==> src/rtl/nibble_serial_subtractor_pkg.sv <==
// Shared types and sizing helpers for the nibble-serial subtractor.
package nibble_serial_subtractor_pkg;

  typedef enum logic [1:0] {
    IDLE = 2'd0,
    RUN  = 2'd1,
    DONE = 2'd2
  } state_e;

  localparam int SLICE_W = 4;

  function automatic int nslice(input int width);
    return width / SLICE_W;
  endfunction

endpackage

==> src/rtl/nibble_serial_subtractor_bla_slice4.sv <==
// Combinational 4-bit borrow-lookahead subtractor: d = a - b - bin.
module bla_slice4 (
  input  logic [3:0] a,
  input  logic [3:0] b,
  input  logic       bin,
  output logic [3:0] d,
  output logic       bout
);

  logic [3:0] w_p;
  logic [3:0] w_g;
  logic [4:0] w_br;

  // Propagate when bits are equal, generate when minuend bit is 0 and subtrahend 1.
  assign w_p = ~(a ^ b);
  assign w_g = ~a & b;

  assign w_br[0] = bin;
  assign w_br[1] = w_g[0] | (w_p[0] & bin);
  assign w_br[2] = w_g[1] | (w_p[1] & w_g[0]) | (w_p[1] & w_p[0] & bin);
  assign w_br[3] = w_g[2] | (w_p[2] & w_g[1]) | (w_p[2] & w_p[1] & w_g[0])
                 | (w_p[2] & w_p[1] & w_p[0] & bin);
  assign w_br[4] = w_g[3] | (w_p[3] & w_g[2]) | (w_p[3] & w_p[2] & w_g[1])
                 | (w_p[3] & w_p[2] & w_p[1] & w_g[0])
                 | (w_p[3] & w_p[2] & w_p[1] & w_p[0] & bin);

  assign d    = a ^ b ^ w_br[3:0];
  assign bout = w_br[4];

endmodule

==> src/rtl/nibble_serial_subtractor.sv <==
// Multi-cycle subtractor: one 4-bit borrow-lookahead slice per clock, LSB first,
// with a start/busy/done handshake. diff = a - b - bin, bout = unsigned borrow.
module nibble_serial_subtractor
  import nibble_serial_subtractor_pkg::*;
#(
  parameter int WIDTH = 16
) (
  input  logic             clk,
  input  logic             rst,
  input  logic             start,
  input  logic [WIDTH-1:0] a,
  input  logic [WIDTH-1:0] b,
  input  logic             bin,
  output logic             busy,
  output logic             done,
  output logic [WIDTH-1:0] diff,
  output logic             bout
);

  localparam int NSLICE = nslice(WIDTH);
  localparam int IDX_W  = (NSLICE > 1) ? $clog2(NSLICE) : 1;
  localparam logic [IDX_W-1:0] LAST_IDX = IDX_W'(NSLICE - 1);

  if ((WIDTH % SLICE_W) != 0 || WIDTH < SLICE_W) begin : g_width_check
    $error("nibble_serial_subtractor: WIDTH must be a positive multiple of 4");
  end

  state_e             r_state;
  state_e             w_state_nx;
  logic [IDX_W-1:0]   r_idx;
  logic [WIDTH-1:0]   r_a;
  logic [WIDTH-1:0]   r_b;
  logic               r_borrow;
  logic [WIDTH-1:0]   r_diff;
  logic               r_bout;

  logic               w_accept;
  logic               w_last;
  logic [SLICE_W-1:0] w_a_sl;
  logic [SLICE_W-1:0] w_b_sl;
  logic [SLICE_W-1:0] w_d;
  logic               w_bo;

  // DONE behaves like IDLE for acceptance so back-to-back ops have no bubble.
  assign w_accept = start && (r_state != RUN);
  assign w_last   = (r_idx == LAST_IDX);

  assign w_a_sl = r_a[int'(r_idx) * SLICE_W +: SLICE_W];
  assign w_b_sl = r_b[int'(r_idx) * SLICE_W +: SLICE_W];

  bla_slice4 u_slice (
    .a    (w_a_sl),
    .b    (w_b_sl),
    .bin  (r_borrow),
    .d    (w_d),
    .bout (w_bo)
  );

  always_comb begin
    w_state_nx = r_state;
    unique case (r_state)
      IDLE:    if (start) w_state_nx = RUN;
      RUN:     if (w_last) w_state_nx = DONE;
      DONE:    w_state_nx = start ? RUN : IDLE;
      default: w_state_nx = IDLE;
    endcase
  end

  always_ff @(posedge clk) begin
    if (rst) begin
      r_state  <= IDLE;
      r_idx    <= '0;
      r_a      <= '0;
      r_b      <= '0;
      r_borrow <= 1'b0;
      r_diff   <= '0;
      r_bout   <= 1'b0;
    end else begin
      r_state <= w_state_nx;
      if (w_accept) begin
        r_a      <= a;
        r_b      <= b;
        r_borrow <= bin;
        r_idx    <= '0;
        r_diff   <= '0;
      end else if (r_state == RUN) begin
        r_diff[int'(r_idx) * SLICE_W +: SLICE_W] <= w_d;
        r_borrow <= w_bo;
        if (w_last) begin
          r_bout <= w_bo;
          r_idx  <= '0;
        end else begin
          r_idx <= r_idx + 1'b1;
        end
      end
    end
  end

  assign busy = (r_state == RUN);
  assign done = (r_state == DONE);
  assign diff = r_diff;
  assign bout = r_bout;

endmodule

==> config.mk <==
export PLATFORM = sky130hd
export DESIGN_NAME = nibble_serial_subtractor
export DESIGN_NICKNAME = d
export VERILOG_FILES = /design/src/rtl/nibble_serial_subtractor_pkg.sv /design/src/rtl/nibble_serial_subtractor_bla_slice4.sv /design/src/rtl/nibble_serial_subtractor.sv
export SDC_FILE = /design/constraint.sdc
export NUM_CORES = 1
export LEC_CHECK = 0
export CAP_MARGIN = 20
export CORE_UTILIZATION = 50
export CTS_CLUSTER_SIZE = 12
export DETAILED_ROUTE_END_ITERATION = 10
export HOLD_SLACK_MARGIN = 0.1
export PLACE_DENSITY_LB_ADDON = 0.05
export REMOVE_ABC_BUFFERS = 1
export SLEW_MARGIN = 20
export SYNTH_ARGS = -nofsm -noshare
export SYNTH_HDL_FRONTEND = slang
export SYNTH_SLANG_ARGS = --single-unit
==> constraint.sdc <==
create_clock -name clk -period 4.9 [get_ports clk]
set_input_delay 0.98 -clock clk [delete_from_list [all_inputs] [get_ports clk]]
set_output_delay 0.98 -clock clk [all_outputs]
set_load 0.1 [all_outputs]
**Word level (Yosys, flattened, before mapping)**

Index checks and enable logic that the tools add are counted.

- $add $sub $neg: 2
- Equality and inequality tests: 6
- Shifts and indexed selects: 4
- Mux-type cells: 8
- Bitwise logic cells: 32
- Reduce and logical (&&, ||, !) cells: 6

Operator list:

| kind | number |
|---|---|
| negation 4 -> 33 bit | 1 |
| variable shift 4 x 33 -> 16 bit (first input constant) | 1 |
| variable part select 4 x 33 -> 16 bit | 1 |
| variable part select 16 x 5 -> 4 bit | 2 |
| AND 1 bit | 16 |
| bitwise mux 16 bit | 1 |
| OR 1 bit | 10 |
| NOT 4 bit | 2 |
| XOR 4 bit | 2 |
| 2-to-1 mux 2 bit | 3 |
| one-hot mux 2 bit (3 select lines) | 1 |
| AND 4 bit | 1 |
| equality test 2 bit (second input constant) | 2 |
| != test 2 x 1 -> 1 bit (second input constant) | 2 |
| 2-to-1 mux 1 bit | 3 |
| AND reduction 3 bit | 1 |
| adder 2 x 1 -> 2 bit (second input constant) | 1 |
| equality test 2 x 1 -> 1 bit (second input constant) | 1 |
| logical NOT 2 bit | 1 |
| != test 2 bit (second input constant) | 1 |
| AND reduction 2 bit | 1 |
| nonzero test 2 bit | 1 |
| OR reduction 2 bit | 1 |
| logical AND 1 bit | 1 |
| NOT 1 bit | 1 |

- Register bits after elaboration: 54
- Output and inout bits: 19

**Longest topological paths before layout**

Gate-level depths: netlist (run 1).

- Depth after elaboration: 10
- Gate-level depth with buffers: 8
- Mapped depth without buffers: 7

**Modules after synthesis**

Synthesis (run 1) repeated with hierarchy kept, for this count alone.

- Cell total of the unflattened synthesis: 289
- Area total of the unflattened synthesis: 2638.8 sq um

Modules (own cells, without submodules):

| module | times used | cells each | area each (sq um) | seq. area each (sq um) |
|---|---|---|---|---|
| nibble_serial_subtractor | 1 | 262 | 2438.6 | 1081.0 |
| bla_slice4 | 1 | 27 | 200.2 | 0.0 |

**Worst setup path after synthesis (run 1)**

Ideal clock, no wire load.

- Path kind: register -> output
- Start point: register r_state[1]
- End point: output done
- Arrival: 1.665 ns
- Required time: 3.920 ns
- Slack: 2.255 ns
- Cell stages (with the launch flop): 2
- Buffers on the path: 0
- Cells stage by stage: dfxtp_1 > nor2b_1

- Word-level cells in the longest chain between the ends: 1

Ends and longest elaborated chain:

| element | line | text |
|---|---|---|
| start: declaration | nibble_serial_subtractor.sv:28 | `state_e r_state;` |
| start signal: assignment | nibble_serial_subtractor.sv:79 | `r_state <= w_state_nx;` |
| equality test 2 bit | nibble_serial_subtractor.sv:100 | `assign done = (r_state == DONE);` |
| end: declaration | nibble_serial_subtractor.sv:15 | `output logic done,` |

No other way between the ends.

**Final worst setup path (run 1)**

- Start point: register r_state[1]
- End point: output busy

- Word-level cells in the longest chain between the ends: 1

Ends and longest elaborated chain:

| element | line | text |
|---|---|---|
| equality test 2 x 1 -> 1 bit | nibble_serial_subtractor.sv:99 | `assign busy = (r_state == RUN);` |
| end: declaration | nibble_serial_subtractor.sv:14 | `output logic busy,` |

No other way between the ends.

==> results.toml, run 1 <==
[finish]
final_cells = 369
n_antenna_cell = 0
drive_above_1_share_pct = 7.57
num-nets-final = 363
finalInstanceArea_mm2 = 0.00304
area_growth_pct = 28.3

[setup_path]
worstRegToRegCells = 7
critPathKind = "reg2out"
path_cells = "nand2b_1 -> inv_2 -> clkdlybuf4s50_1"
critPathMaxStageDelay_ps = 1160
cp-end-kind = "output pin"
cp.arrival_ps = 2410
cp_num_buf_inv = 2
critPathTopFamily = "buffers and inverters"
cp.depth = 3
cp.required_ps = 3920
cp-start-kind = "flip-flop"
cpMaxStageDelayCell = "clkdlybuf4s50_1"
cp_max_fo = 11

[placed_design]
dpl.hpwl_um = 3340
place_area_mm2 = 0.00290
gp_congestion = 0.768
port_buffers = 54
dp.cells = 361

[power_and_ir_drop]
switching_share_pct = 25.1
p_sw_w = 0.000249
powerDensity_mw_per_mm2 = 326
pwr-share-clk_pct = 36.4
seqPwrFrac_pct = 47.6
p_comb_share_pct = 16.0
p_int_w = 0.000743
p_leak_nw = 1.12
ir_drop_v = 0.000172

[routing]
routed_wl_um = 4680
num_vias = 1969
drtIter0Drc = 103
antenna_left = 0
viasPerCell = 5.34
post-route-drc-count = 6
wl_per_cell_um = 12.7
first_pass_iters = 7

[sta]
hold_viol = 0
tightest_slew_ps = 972
setup_viol = 0
maxSlewViolCount = 0
post-route-period-util_pct = 69.1
fin_worst_skew_ps = 7.19
fmax_ghz = 0.295
rsz0062_at_grt = "no"
setup_tns_ps = 0
min_period_ps = 3390
slew_headroom_pct = 35.0

[cts]
clock_latency_ps = 300
post_cts_buffers = 0
cts_tree = "yes"
clock-sinks = 54
clk_transition_reported_paths_ps = 100
holdBufCountCts = 0
cts_htree_levels = 2
clockRootBuffer = "clkbuf_8"
clockBufferDepth = 2
cts_resized = 0
cts_buffers = 5

[die]
row_count = 24
die_h_um = 70.9
dieWidth_um = 70.9
die-area_mm2 = 0.00502
core_area_mm2 = 0.00444
ioPinCount = 55
start_util_pct = 53.4

[min_path]
min_path_type = "reg2reg"
worstHoldPathCells = 2

[global_routing]
grt_max_degree = 39
grt.overflow.total = 0
grt_pass1_vias = 1903
antenna_found_initial = 0
grt_pass1_wl_um = 8310
grt_usage_pct = 20.9

[synthesis]
ys_types = 33
ys_ff_latch = 54
yosysSeqAreaShare_pct = 45.6
netlist_instances = 270
yosysWarnings = 0
syn_area_per_cell_um2 = 8.79
synth_area_mm2 = 0.00237

[run_status]
outcome = "finished, violations left"
violations = "DRC"

[flow_run]
cap_violations = 0
==> through the flow <==
stage	hold WS, ps	total power (W)	worst slack (ps)	utilization (%)
global placement	440	0.000641	1900	65.2
global route	478	0.00103	1410	68.5
finish	459	0.000993	1510	68.5
floorplan	427	0.000579	2250	-
detailed placement	444	0.000643	1870	65.2
CTS	458	0.00100	1500	68.4
==> path summary, 6_finish.rpt <==
path              slack [ps]  endpoint        from
hold / removal           460   r_b[15]     r_b[15]
setup / recovery        1510      busy  r_state[1]
hold reg to reg          460   r_b[15]     r_b[15]
setup reg to reg        1970  diff[15]    r_idx[0]
==> area by class of cell <==
type / count / area (um2)
clock inverter: 2 / 60.1
clock buffer: 6 / 82.6
inverter: 9 / 33.8
sequential: 54 / 1080
timing repair buffer: 55 / 548
fill: 392 / 1400
tap: 52 / 65.1
multi-input combinational: 191 / 1170
==> cells in the final DEF, fill, tap and decap left out, types with 2 or more instances in the layout <==
master	n
mux4_2	8
nand3_1	8
o21ai_1	6
nand2_1	76
xor2_1	2
a22oi_1	8
a211oi_1	4
bufinv_16	2
ha_1	10
dfxtp_1	54
clkbuf_8	6
clkdlybuf4s50_1	54
o21ai_0	3
a21oi_1	36
inv_1	8
nor2_1	14
nand2b_1	2
==> power by group through the flow <==
| stage | Clock (W) | Combinational, W | Sequential (W) |
|---|---|---|---|
| 2_1_floorplan | 0 | 0.0000880 | 0.000491 |
| 3_3_place_gp | 0 | 0.000158 | 0.000482 |
| 3_5_place_dp | 0 | 0.000160 | 0.000483 |
| 4_1_cts | 0.000368 | 0.000161 | 0.000473 |
| 5_1_grt | 0.000382 | 0.000177 | 0.000476 |
| 6_report | 0.000361 | 0.000159 | 0.000473 |
==> per-layer routing <==
metal | track usage [%] | wire length (um)
met5 | 0 | 0
met4 | 9.11 | 93
met3 | 3.70 | 186
met2 | 36.4 | 2320
met1 | 25.3 | 2080
==> cell usage after synthesis <==
library cell,number,share of area (%)
a211oi_1,4,1.3
a21oi_1,36,7.6
a21oi_2,1,0.37
a22oi_1,8,2.5
and2_1,1,0.26
and3_1,1,0.26
and3b_1,1,0.37
and4bb_2,1,0.53
buf_2,9,1.9
buf_4,2,0.63
buf_6,1,0.47
clkbuf_1,4,0.63
dfxtp_1,54,46
fa_1,1,0.84
ha_1,10,5.3
inv_1,8,1.3
inv_2,1,0.16
mux2i_1,1,0.42
mux4_2,8,7.6
nand2_1,76,12
nand2_2,1,0.26
nand2b_1,2,0.53
nand3_1,8,1.7
nor2_1,14,2.2
nor2b_1,1,0.26
nor3b_1,1,0.32
nor4_2,1,0.53
nor4_4,1,0.90
o21ai_0,3,0.63
o21ai_1,6,1.3
o21bai_1,1,0.32
xnor2_1,1,0.37
xor2_1,2,0.74
==> kinds of logic after synthesis <==
kind of cell	share of synthesized area (%)
XOR/XNOR	1.11
flip-flops	45.6
buffers and inverters	5.06
adder cells (fa/ha/maj)	6.12
AO/OA/AOI/OAI	14.0
multiplexers	8.02
AND/OR/NAND/NOR	20.1
==> sequential cells by signal, summed over array words and instances (netlist names) <==
signal    count
bout          1
diff         16
r_a          16
r_b          16
r_borrow      1
r_idx         2
r_state       2
==> worst register-to-register path, stage by stage, from the launching register on <==
cell      delay, ps
dfxtp_1         910
mux4_2          600
inv_1           110
ha_1            240
a211oi_1        300
o21bai_1        150
xor2_1          340
o21ai_0         150
Note: power is estimated with default switching activity, not from simulation.
==> inputs of run 2 (changes only) <==
--- a/config.mk
+++ b/config.mk
@@ -6,7 +6,7 @@
 export NUM_CORES = 1
 export LEC_CHECK = 0
 export CAP_MARGIN = 20
-export CORE_UTILIZATION = 50
+export CORE_UTILIZATION = 49
 export CTS_CLUSTER_SIZE = 12
 export DETAILED_ROUTE_END_ITERATION = 10
 export HOLD_SLACK_MARGIN = 0.1
==> constraint.sdc (replaced) <==
create_clock -name clk -period 3.5 [get_ports clk]
set_input_delay 0.7 -clock clk [delete_from_list [all_inputs] [get_ports clk]]
set_output_delay 0.7 -clock clk [all_outputs]
set_load 0.1 [all_outputs]
==> run 2 against run 1 <==
Effect of this change:
- critical path type is now reg2reg
- worst hold slack worse by 3.3 ps
- critical endpoint is now diff[15]
- critical path depth is 4 higher
- highest routed layer unchanged
- the flow now finishes without violations
- utilization is 1.1 points lower
==> results.toml, run 2 (synthesis results as in run 1) <==
[finish]
fin_util_pct = 67.3
fillers = 402
final_common_cell = "nand2_1"
final_cells = 373
area_growth_pct = 27.8
final_cell_mix = "nand2_1 (76), dfxtp_1 (54), clkdlybuf4s50_1 (52)"
finalInstanceArea_mm2 = 0.00303
num-nets-final = 367
n_antenna_cell = 0
drive_above_1_share_pct = 9.03

[placed_design]
dp.cells = 365
gp_congestion = 0.749
dpl.hpwl_um = 3550
port_buffers = 54
place_area_mm2 = 0.00292

[routing]
wl_per_cell_um = 12.7
drtIter0Drc = 106
viasPerCell = 5.24
num_vias = 1956
wl_met2_um = 2350
first_pass_iters = 4
antenna_left = 0
routed.top_layer = "met4"
routed_wl_um = 4750
routed-wl-met3_um = 183
route.layer.met1.wl_um = 2180
post-route-drc-count = 0

[die]
die-area_mm2 = 0.00512
core_area_mm2 = 0.00450
ioPinCount = 55
dieWidth_um = 71.6
row_count = 24
start_util_pct = 52.7
die_h_um = 71.6

[power_and_ir_drop]
seqPwrFrac_pct = 50.8
ir_drop_v = 0.000277
p_int_w = 0.000949
p_comb_share_pct = 17.9
p_sw_w = 0.000346
switching_share_pct = 26.7
powerDensity_mw_per_mm2 = 427
p_leak_nw = 1.13
pwr-share-clk_pct = 31.2

[min_path]
hold_path_end = "r_b[11]"
min_path_type = "reg2reg"
worstHoldPathCells = 2
hold_start = "r_b[11]"

[global_routing]
grt_pass1_vias = 1847
antenna_found_initial = 0
grt_pass1_wl_um = 8310
grt.overflow.total = 0
grt_max_degree = 33
grt_usage_pct = 20.6

[cts]
cts_resized = 0
clockBufferDepth = 2
clock-sinks = 54
clockRootBuffer = "clkbuf_8"
cts_buffers = 5
clock_latency_ps = 300
cts_htree_levels = 2
post_cts_buffers = 0
holdBufCountCts = 0
clk_transition_reported_paths_ps = 90
cts_tree = "yes"

[sta]
min_period_ps = 2510
post-route-period-util_pct = 71.7
rsz0062_at_grt = "no"
tightest_slew_ps = 971
slew_headroom_pct = 35.1
hold_viol = 0
maxSlewViolCount = 0
setup_viol = 0
whs_ps = 455
fmax_ghz = 0.398
setup_tns_ps = 0
fin_worst_skew_ps = 3.84

[setup_path]
cp-end-kind = "flip-flop"
critPathKind = "reg2reg"
crit_top_cell = "o21ai_0"
cp-start-kind = "flip-flop"
cp_max_fo = 11
cpMaxStageDelayCell = "mux4_2"
critPathMaxStageDelay_ps = 520
cp_num_buf_inv = 1
path_cells = "buf_4 -> mux4_2 -> ha_1 -> o21ai_0 -> o21bai_1 -> xor2_1 -> o21ai_0"
cp.arrival_ps = 2690
timing.rr.start = "r_idx[0]"
r2r_end = "diff[15]"
cp.required_ps = 3680
critPathTopFamily = "multiplexers"
worstRegToRegCells = 7
reg2reg_setup_slack_ps = 990

[flow_run]
cap_violations = 0

[run_status]
outcome = "finished, final reports clean"
[run 2: changes by cell type in the layout (fill, tap and decap cells not counted)]
cell / change
clkinv_2: +2
buf_4: +6
and2_1: +1
and2_2: -1
clkdlybuf4s50_1: -2
bufinv_16: -1
clkbuf_8: -1
[run 2: tightest hold or removal path, cell delays in order (launching register included)]
cell and delay, ps:
dfxtp_1 320, nand2_1 50, a21oi_1 50
[run 2: worst max path at each step]
stage | endpoint | depth (start not counted) | startpoint | slack (ps)
floorplan | bout | 7 | r_idx[0] | 930
global route | diff[15] | 8 | r_idx[0] | 780
CTS | diff[15] | 7 | r_idx[0] | 960
finish | diff[15] | 7 | r_idx[0] | 990
detailed placement | diff[15] | 7 | r_idx[0] | 980
global placement | diff[15] | 7 | r_idx[0] | 1030
[run 2: stage by stage]
step	setup slack [ps]	total power (W)
2_1_floorplan	930	0.000810
4_1_cts	963	0.00131
5_1_grt	779	0.00136
6_report	989	0.00129
3_3_place_gp	1030	0.000903
3_5_place_dp	975	0.000906
[run 2: layout make-up]
cell class	count	area [um2]	share of cell area [%]
Multi-Input combinational cell	191	1170	38.6
Sequential cell	54	1080	35.6
Timing Repair Buffer	59	573	18.9
Clock buffer	5	68.8	2.27
Tap cell	52	65.1	2.15
Clock inverter	3	40.0	1.32
Inverter	9	33.8	1.11
[run 2: layer usage]
layer  GRT usage, %  up-vias
met5              0        -
met4           5.23        0
met3           4.64        5
met2           34.9       42
met1           27.0      893
li1               -     1016
[run 2: power groups by stage]
stage	Clock (W)	Combinational [W]	Sequential, W
2_1_floorplan	0	0.000123	0.000687
3_3_place_gp	0	0.000230	0.000673
3_5_place_dp	0	0.000233	0.000673
4_1_cts	0.000416	0.000234	0.000659
5_1_grt	0.000443	0.000256	0.000662
6_report	0.000405	0.000232	0.000658
==> inputs of run 3 (changes only) <==
==> constraint.sdc (replaced) <==
create_clock -name clk -period 2.5 [get_ports clk]
set_input_delay 0.5 -clock clk [delete_from_list [all_inputs] [get_ports clk]]
set_output_delay 0.5 -clock clk [all_outputs]
set_load 0.1 [all_outputs]
==> run 3 against run 2 <==
Effect of this change:
- non-clock buffer count up 2
- setup slack worse by 810 ps
- count of clock-buffer cells in the layout is 1 higher
- clock skew fell by 0.56 ps
- largest cell class unchanged
- highest routed layer unchanged
==> results.toml, run 3 (synthesis results as in run 1) <==
[run_status]
outcome = "finished, final reports clean"

[placed_design]
place_area_mm2 = 0.00291
port_buffers = 54
post-place-ws_ps = 126
gp_congestion = 0.811
dpl.hpwl_um = 3740
dp.cells = 367

[die]
start_util_pct = 52.7
die_h_um = 71.6
row_count = 24
ioPinCount = 55
die-area_mm2 = 0.00512
dieWidth_um = 71.6
core_area_mm2 = 0.00450

[setup_path]
cp_num_buf_inv = 1
critPathTopFamily = "multiplexers"
cp-start-kind = "flip-flop"
path_cells = "buf_6 -> mux4_2 -> ha_1 -> o21ai_0 -> o21bai_1 -> xor2_1 -> o21ai_0"
cpMaxStageDelayCell = "mux4_2"
critPathKind = "reg2reg"
cp-end-kind = "flip-flop"
critPathMaxStageDelay_ps = 500
crit_top_cell = "o21ai_0"
cp_max_fo = 9
cp.required_ps = 2690
cp.arrival_ps = 2510

[sta]
setup_tns_ps = 0
slew_headroom_pct = 63.7
fin_worst_skew_ps = 3.28
whs_ps = 456
post-route-period-util_pct = 92.8
min_period_ps = 2320
maxSlewViolCount = 0
finalWorstSetupSlack_ps = 181
hold_viol = 0
setup_viol = 0
rsz0062_at_grt = "no"
fmax_ghz = 0.431
tightest_slew_ps = 545

[cts]
cts_buffers = 5
clock_latency_ps = 300
clockRootBuffer = "clkbuf_8"
clk_transition_reported_paths_ps = 90
cts_resized = 0
clockBufferDepth = 2
post_cts_buffers = 0
holdBufCountCts = 0
clock-sinks = 54
cts_htree_levels = 2
cts_tree = "yes"

[finish]
final_common_cell = "nand2_1"
area_growth_pct = 27.1
finalInstanceArea_mm2 = 0.00301
n_antenna_cell = 0
num-nets-final = 369
final_cell_mix = "nand2_1 (76), dfxtp_1 (53), a21oi_1 (36)"
drive_above_1_share_pct = 15.5
final_cells = 375

[global_routing]
antenna_found_initial = 0
grt.overflow.total = 0
grt_pass1_vias = 1815
grt_max_degree = 33
grt_usage_pct = 20.7
grt_pass1_wl_um = 8340

[routing]
post-route-drc-count = 0
antenna_left = 0
routed_wl_um = 4930
wl_per_cell_um = 13.1
drtIter0Drc = 104
first_pass_iters = 5
num_vias = 1982
viasPerCell = 5.29

[power_and_ir_drop]
ir_drop_v = 0.000293
pwr-share-clk_pct = 28.4
seqPwrFrac_pct = 52.3
p_int_w = 0.00127
p_sw_w = 0.000495
p_comb_share_pct = 19.3
p_leak_nw = 1.17
switching_share_pct = 28.1
powerDensity_mw_per_mm2 = 585

[flow_run]
cap_violations = 0

[min_path]
min_path_type = "reg2reg"
## run 3: cell types whose count changed in the layout (fill, tap and decap cells not counted)
cell,delta
a211oi_1,-1
bufinv_16,-1
a211oi_2,+1
clkdlybuf4s50_1,-17
dfxtp_2,+1
buf_4,+17
clkbuf_8,+1
dfxtp_1,-1
buf_6,+1
buf_12,+1
clkinvlp_4,+1
clkinv_2,-1
## run 3: worst min-delay path: stages (launching register included)
cell,delay (ps)
dfxtp_1,320
nand2_1,50
a21oi_1,50
## run 3: through the flow
stage               total power [W]  util [%]
finish                      0.00176      66.9
global route                0.00184      66.9
CTS                         0.00176      66.7
detailed placement          0.00128      64.6
global placement            0.00127      64.6
floorplan                   0.00113         -
## run 3: worst paths after layout
path	startpoint	endpoint	slack, ps	depth (start not counted)
setup / recovery	r_idx[0]	diff[15]	180	7
hold / removal	r_a[0]	r_a[0]	460	2
setup reg to reg	r_idx[0]	diff[15]	180	7
hold reg to reg	r_a[0]	r_a[0]	460	2
## run 3: power groups by stage
| stage | sequential, W | clock [W] | combinational (W) |
|---|---|---|---|
| floorplan | 0.000962 | 0 | 0.000172 |
| global placement | 0.000942 | 0 | 0.000331 |
| detailed placement | 0.000942 | 0 | 0.000338 |
| CTS | 0.000922 | 0.000503 | 0.000338 |
| global route | 0.000928 | 0.000539 | 0.000374 |
| finish | 0.000923 | 0.000500 | 0.000340 |
## run 3: per-layer routing
metal | vias to the layer above | wire [um] | global-route usage [%]
met3 | 4 | 183 | 3.52
met2 | 49 | 2310 | 34.4
met5 | - | 0 | 0
li1 | 1018 | - | -
met1 | 911 | 2390 | 27.9
met4 | 0 | 44 | 6.54
## run 3: cell type report
| type | count | area (um2) |
|---|---|---|
| inverters | 9 | 33.8 |
| multi-input cells | 191 | 1180 |
| well taps | 52 | 65.1 |
| repair buffers | 61 | 562 |
| fillers | 412 | 1490 |
| flip-flops and latches | 54 | 1080 |
| clock buffers | 6 | 82.6 |
| clock inverters | 2 | 12.5 |
